--- config.mk ---
export PLATFORM = sky130hd
export DESIGN_NAME = write_buffer
export DESIGN_NICKNAME = d
export VERILOG_FILES = /design/src/rtl/write_buffer_pkg.sv /design/src/rtl/write_buffer_fwd.sv /design/src/rtl/write_buffer.sv
export SDC_FILE = /design/constraint.sdc
export NUM_CORES = 1
export LEC_CHECK = 0
export ABC_CLOCK_PERIOD_IN_PS = 7200
export BUFFER_PORTS_ARGS = -buffer_cell sky130_fd_sc_hd__buf_2
export CORE_AREA = 4 4 163 126
export CTS_CLUSTER_SIZE = 14
export DETAILED_ROUTE_END_ITERATION = 8
export DIE_AREA = 0 0 167 130
export GPL_TIMING_DRIVEN = 1
export PLACE_DENSITY = 0.8
export SLEW_MARGIN = 15
export SYNTH_ARGS = -nofsm -noshare
export SYNTH_HDL_FRONTEND = slang
export SYNTH_SLANG_ARGS = --single-unit
--- constraint.sdc ---
create_clock -name clk -period 7.2 [get_ports clk]
set_input_delay 1.08 -clock clk [delete_from_list [all_inputs] [get_ports clk]]
set_output_delay 1.08 -clock clk [all_outputs]
set_load 0.02 [all_outputs]
--- src/rtl/write_buffer_pkg.sv ---
// Shared types and defaults for the L1 write-through buffer.
// Entry layout and drain FSM state encoding.
package write_buffer_pkg;

    localparam int WB_ADDR_W = 17;
    localparam int WB_DATA_W = 32;

    typedef struct packed {
        logic [WB_ADDR_W-1:0] addr;
        logic [WB_DATA_W-1:0] data;
    } wb_entry_t;

    typedef enum logic {
        IDLE = 1'b0,
        REQ  = 1'b1
    } wb_state_t;

endpackage

--- src/rtl/write_buffer_fwd.sv ---
// Priority address match over the buffered entries.
// Scans oldest to youngest so the youngest hit wins.
module wb_forward_match #(
    parameter int ADDR_W = 17,
    parameter int DATA_W = 32,
    parameter int DEPTH  = 4,
    parameter int PTR_W  = $clog2(DEPTH),
    parameter int CNT_W  = $clog2(DEPTH) + 1
) (
    input  logic [ADDR_W-1:0] ent_addr [DEPTH],
    input  logic [DATA_W-1:0] ent_data [DEPTH],
    input  logic [PTR_W-1:0]  head,
    input  logic [CNT_W-1:0]  count,
    input  logic [ADDR_W-1:0] lookup_addr,
    output logic              hit,
    output logic [DATA_W-1:0] data
);

    // Later (younger) matches overwrite earlier ones.
    always_comb begin
        hit  = 1'b0;
        data = '0;
        for (int i = 0; i < DEPTH; i++) begin
            if ((CNT_W'(i) < count) &&
                (ent_addr[PTR_W'(head + PTR_W'(i))] == lookup_addr)) begin
                hit  = 1'b1;
                data = ent_data[PTR_W'(head + PTR_W'(i))];
            end
        end
    end

endmodule

--- src/rtl/write_buffer.sv ---
// Write-through buffer between the L1 cache and main memory.
// Optional store forwarding is enabled by defining WB_FORWARD_EN.
module write_buffer
    import write_buffer_pkg::*;
#(
    parameter int ADDR_W = WB_ADDR_W,
    parameter int DATA_W = WB_DATA_W,
    parameter int DEPTH  = 4
) (
    input  logic                     clk,
    input  logic                     rst,
    input  logic                     write_en,
    input  logic [ADDR_W-1:0]        write_addr,
    input  logic [DATA_W-1:0]        write_data,
    output logic                     full,
    output logic                     empty,
    output logic [$clog2(DEPTH):0]   count,
    output logic                     overflow,
    output logic                     mem_req,
    output logic [ADDR_W-1:0]        mem_addr,
    output logic [DATA_W-1:0]        mem_data,
    input  logic                     mem_ack,
    input  logic [ADDR_W-1:0]        lookup_addr,
    output logic                     fwd_hit,
    output logic [DATA_W-1:0]        fwd_data
);

    localparam int PTR_W = $clog2(DEPTH);
    localparam int CNT_W = PTR_W + 1;

    logic [ADDR_W-1:0] ent_addr [DEPTH];
    logic [DATA_W-1:0] ent_data [DEPTH];
    logic [PTR_W-1:0]  head;
    logic [PTR_W-1:0]  tail;
    wb_state_t         state;
    wb_state_t         state_nxt;
    logic              push;
    logic              pop;

    assign full  = (count == CNT_W'(DEPTH));
    assign empty = (count == '0);
    assign push  = write_en && !full;
    assign pop   = (state == REQ) && mem_ack;

    // Entry storage; contents are only meaningful below count.
    always_ff @(posedge clk) begin
        if (push) begin
            ent_addr[tail] <= write_addr;
            ent_data[tail] <= write_data;
        end
    end

    // Pointers, occupancy and sticky overflow.
    always_ff @(posedge clk or posedge rst) begin
        if (rst) begin
            head     <= '0;
            tail     <= '0;
            count    <= '0;
            overflow <= 1'b0;
        end else begin
            if (push) tail <= tail + PTR_W'(1);
            if (pop)  head <= head + PTR_W'(1);
            if (push && !pop)
                count <= count + CNT_W'(1);
            else if (pop && !push)
                count <= count - CNT_W'(1);
            if (write_en && full)
                overflow <= 1'b1;
        end
    end

    // Drain FSM state register.
    always_ff @(posedge clk or posedge rst) begin
        if (rst) state <= IDLE;
        else     state <= state_nxt;
    end

    // Drain FSM next-state logic.
    always_comb begin
        state_nxt = state;
        unique case (state)
            IDLE: if (!empty) state_nxt = REQ;
            REQ:  if (mem_ack) state_nxt = IDLE;
            default: state_nxt = IDLE;
        endcase
    end

    // Drain FSM outputs.
    always_comb begin
        mem_req = (state == REQ);
    end

    // Capture the head entry on entering REQ; held frozen until acked.
    always_ff @(posedge clk or posedge rst) begin
        if (rst) begin
            mem_addr <= '0;
            mem_data <= '0;
        end else if (state == IDLE && !empty) begin
            mem_addr <= ent_addr[head];
            mem_data <= ent_data[head];
        end
    end

`ifdef WB_FORWARD_EN
    wb_forward_match #(
        .ADDR_W (ADDR_W),
        .DATA_W (DATA_W),
        .DEPTH  (DEPTH),
        .PTR_W  (PTR_W),
        .CNT_W  (CNT_W)
    ) u_fwd (
        .ent_addr    (ent_addr),
        .ent_data    (ent_data),
        .head        (head),
        .count       (count),
        .lookup_addr (lookup_addr),
        .hit         (fwd_hit),
        .data        (fwd_data)
    );
`else
    logic unused_lookup;
    assign unused_lookup = ^lookup_addr;
    assign fwd_hit  = 1'b0;
    assign fwd_data = '0;
`endif

endmodule

* After elaboration in Yosys (flattened, before gate mapping) *
Memory sizes are Yosys's and may differ from the RTL's. A register that Yosys moved wholly into a read port is not among the register bits.
Index checks and enable logic that the tools add are counted.

word-level totals
  register bits after elaboration = 9
  RAM bits = 196
  bits of input ports = 70
  output and inout bits = 89
  logic and storage cells = 32
  memories kept = 2

memory list
  memory    depth  bits a word  rd ports  clocked after memory_dff  wr ports  line                text
  ent_data  4      32           1         1                         1         write_buffer.sv:32  logic [DATA_W-1:0] ent_data [DEPTH];
  ent_addr  4      17           1         1                         1         write_buffer.sv:31  logic [ADDR_W-1:0] ent_addr [DEPTH];

cells by class
  add/sub/neg operators = 4
  eq/ne operators = 1
  muxes and demuxes = 7
  bitwise logic cells = 1
  reduce and logical (&&, ||, !) cells = 12

operator list
  operator                                                             number
  1-bit logical AND                                                    6
  3-bit two-way mux                                                    2
  2-bit by 1-bit adder with 2-bit output (second input constant)       2
  1-bit zero test                                                      4
  1-bit two-way mux                                                    4
  3-bit by 1-bit adder with 3-bit output (second input constant)       1
  3-bit equality test (second input constant)                          1
  3-bit zero test                                                      1
  3-bit by 1-bit subtractor with 3-bit output (second input constant)  1
  1-bit case mux with 2 select lines                                   1
  2-bit nonzero test                                                   1
  1-bit NOT                                                            1

* Depth between registers and ports, before layout *
  word-level depth = 7
  depth in mapped cells = 9

* Least setup slack after synthesis *
No wires, ideal clock.

  path kind = input to register
  from = in write_en
  to = mem ent_addr[0][0] (enable)
  library setup time = 412 ps
  arrival = 2618 ps
  path slack = 4170 ps
  stages on the path = 3
  path buffers = 1
  path through = nor2b_1 > clkbuf_1 > and2_1

between the ends
  cells in the longest elaborated chain, start to end = 3

ends and longest elaborated chain
  item                                     line                text
  start: declaration                       write_buffer.sv:12  input logic write_en,
  1-bit logical AND                        write_buffer.sv:42  assign push = write_en && !full;
  via push                                 write_buffer.sv:37  logic push;
  1-bit two-way mux                        write_buffer.sv:47  if (push) begin
  1-bit two-way mux (not written as such)  write_buffer.sv:48  ent_addr[tail] <= write_addr;
  end: declaration                         write_buffer.sv:31

The timed path passes the listed nets, and every way through them passes these cells.

* Final worst setup path *
  from = in write_en
  to = mem ent_addr[3][2] (enable)

between the ends
  cells in the longest elaborated chain, start to end = 3

ends and longest elaborated chain
  item                                     line
  1-bit logical AND                        write_buffer.sv:42
  1-bit two-way mux                        write_buffer.sv:47
  1-bit two-way mux (not written as such)  write_buffer.sv:48

Every way passes these cells.

==> impl_metrics.yaml <==
cts:
  clock_latency_ns: 0.50
  clock_sinks: 254
  cts_max_level: 1
  root_buffer: "clkbuf_16"
  cts_resized: 0
  cts_tree: "built"
  max-clock-path-buffers: 3
  cts_buffers: 25
  ctsHoldBuffers: 0
  postCtsSetupBuffers: 0
  path_clk_slew_ns: 0.06
cells_and_area:
  fillers: 1378
  antenna_cells: 0
  drive_above_1_share_pct: 44.89
  final_nets: 635
  area_growth_syn_to_layout_pct: 14.55
yosys:
  synth.top_cell.area_share_pct: 59.63
  ys_ff_latch: 254
  avgSynthCellArea_um2: 22.69
  synth.yosys.seq_area_share_pct: 74.34
  synth_cells: 435
  synthesis.area_mm2: 0.009869
  synth_top_cells_by_area: "edfxtp_1 60%, dfrtp_1 15%, mux4_2 11%"
  synth_area_leader_cell: "edfxtp_1"
  synth.distinct_cells: 27
  ys_warn_count: 0
global_route:
  grtUsageTotal_pct: 15.81
  antenna_found_initial: 2
  grt_pass1_wl_um: 26620
  grt_start_max_net_pins: 59
  grt_pass1_vias: 4621
  overflow: 0
detailed_routing:
  wl_um: 16970
  ant_nets: 0
  vias: 4351
  first_pass_iters: 4
  drt_iter0_drc: 207
  routedWlPerCell_um: 20.44
  drc: 0
  viasPerCell: 5.242
timing:
  finalSetupViolations: 0
  finalWorstPathRequiredPeriod_ns: 2.653
  drv_slew: 0
  rsz0062_at_grt: "false"
  timing.fmax_ghz: 0.3770
  clock_skew_ns: 0.01056
  worstMarginPinSlew_ns: 1.064
  tns_ns: 0
  max_slew_margin_pct: 28.91
  holdWs_ns: 0.4617
  fin_crit_sh_pct: 36.84
  finalHoldViolations: 0
  fin_ws_ns: 4.547
floorplan:
  ios: 159
  start_util_pct: 51.96
  die_w_um: 167
  core-area_mm2: 0.01899
  die-area_mm2: 0.02171
  rows: 44
  fp.dieH_um: 130
setup_path:
  worstSetupStartpoint: "write_en"
  arrival_ns: 2.80
  cp.required_ns: 7.34
  start_kind: "input pin"
  r2r_slack_ns: 4.58
  end_kind: "register"
  worstPathMaxFanout: 28
  path_class: "input pin to register"
  r2r_start: "count[2]"
worst_hold_path:
  min_from: "overflow"
  min_path_type: "register to register"
power_and_ir_drop:
  clock_power_share_pct: 24.5
  power_switching_mw: 1.485
  p_sw_share_pct: 29.58
  power_density_mw_per_mm2: 444.0
  pwr-share-seq_pct: 44.5
  total_power_mw: 5.020
  leakagePower_nw: 4.259
  ir_drop_uv: 405.5
  combPwrFrac_pct: 31.0
  p_int_mw: 3.535
run_status:
  outcome: "completed"
placed_design:
  hpwl_um: 10090
  io_buffers: 108
  place_ws_ns: 3.956
  place_congestion: 0.7552
flow_run:
  max-cap-violations: 0
-- registers in the layout, indices dropped and copies added, names as in the netlist --
name / cells
ent_addr: 68
mem_addr: 17
mem_req: 1
tail: 2
overflow: 1
mem_data: 32
head: 2
ent_data: 128
count: 3
-- power by group through the flow --
stage	Sequential [mW]	Clock, mW	Combinational (mW)
floorplan	2.36	0	1.11
global placement	2.29	0	1.48
detailed placement	2.32	0	1.51
CTS	2.30	1.26	1.52
global route	2.29	1.33	1.67
finish	2.23	1.23	1.56
-- cell families (layout without fill, tap and decap cells) --
group	count (synthesis)	after routing	synth area share (%)
fa+ha+maj	6	6	0.8367
simple gates	11	11	0.7986
compound gates	1	1	0.07609
mux	101	101	18.97
other cells	1	33	0.03800
buf+inv	55	165	4.412
xor+xnor	6	6	0.5325
flops	254	254	74.34
-- path summary, 6_finish.rpt --
kind	cells after the start	to
min in group asynchronous	3	mem_data[22]
max in group asynchronous	3	head[0]
worst min-delay path	1	overflow
worst max-delay path	4	ent_addr[3][2]
worst min register to register	1	overflow
worst max register to register	4	ent_addr[3][2]
-- worst max-delay path, cell delays in order --
cell and delay (ns):
buf_2 0.08, nor2b_1 0.45, and2_2 0.65, buf_4 0.50
-- area by class of cell --
cell class / instances / area, µm² / area share (%)
Sequential cell: 254 / 7342 / 64.94
Clock buffer: 40 / 732.0 / 6.474
Multi-Input combinational cell: 158 / 2227 / 19.70
Timing Repair Buffer: 116 / 620.6 / 5.489
Clock inverter: 5 / 52.55 / 0.4648
Tap cell: 253 / 316.6 / 2.800
Inverter: 4 / 15.01 / 0.1328
-- cells in the final DEF (no fill, tap or decap), drive strengths merged, types with 2 or more instances in the layout --
cell	count
edfxtp	196
buf	116
dfrtp	58
mux2	51
mux4	49
clkbuf	40
conb	33
ha	5
and2	4
xnor2	4
inv	4
clkinv	4
xor2	2
nor2	2
-- metrics by stage --
| step | instance area (µm²) | cells | util (%) |
|---|---|---|---|
| floorplan | 9990 | 467 | - |
| global placement | 10490 | 784 | 55.25 |
| detailed placement | 10490 | 784 | 55.25 |
| CTS | 11280 | 829 | 59.38 |
| global route | 11310 | 830 | 59.53 |
| finish | 11310 | 830 | 59.53 |
-- synthesized netlist by cell type (all sizes together) --
master and instances:
clkbuf 6, conb 1, dfrtp 58, nand2 1, nor2 2, xor2 2, edfxtp 196, nor2b 1
xnor2 4, nand3 1, nor3b 1, nor3 1, mux2 51, fa 1, a21o 1, mux2i 1
inv 4, ha 5, buf 45, mux4 49, and2 4
-- per-layer routing --
layer  part of all wire [%]  global-route usage [%]  vias to the layer above
met1                     43                   21.68                     2254
met4                    1.8                   2.934                        4
met2                     48                   26.18                      158
li1                       -                       -                     1902
met5                   0.12                       0                        -
met3                    7.7                   4.512                       33
(Power assumes the default switching activity.)
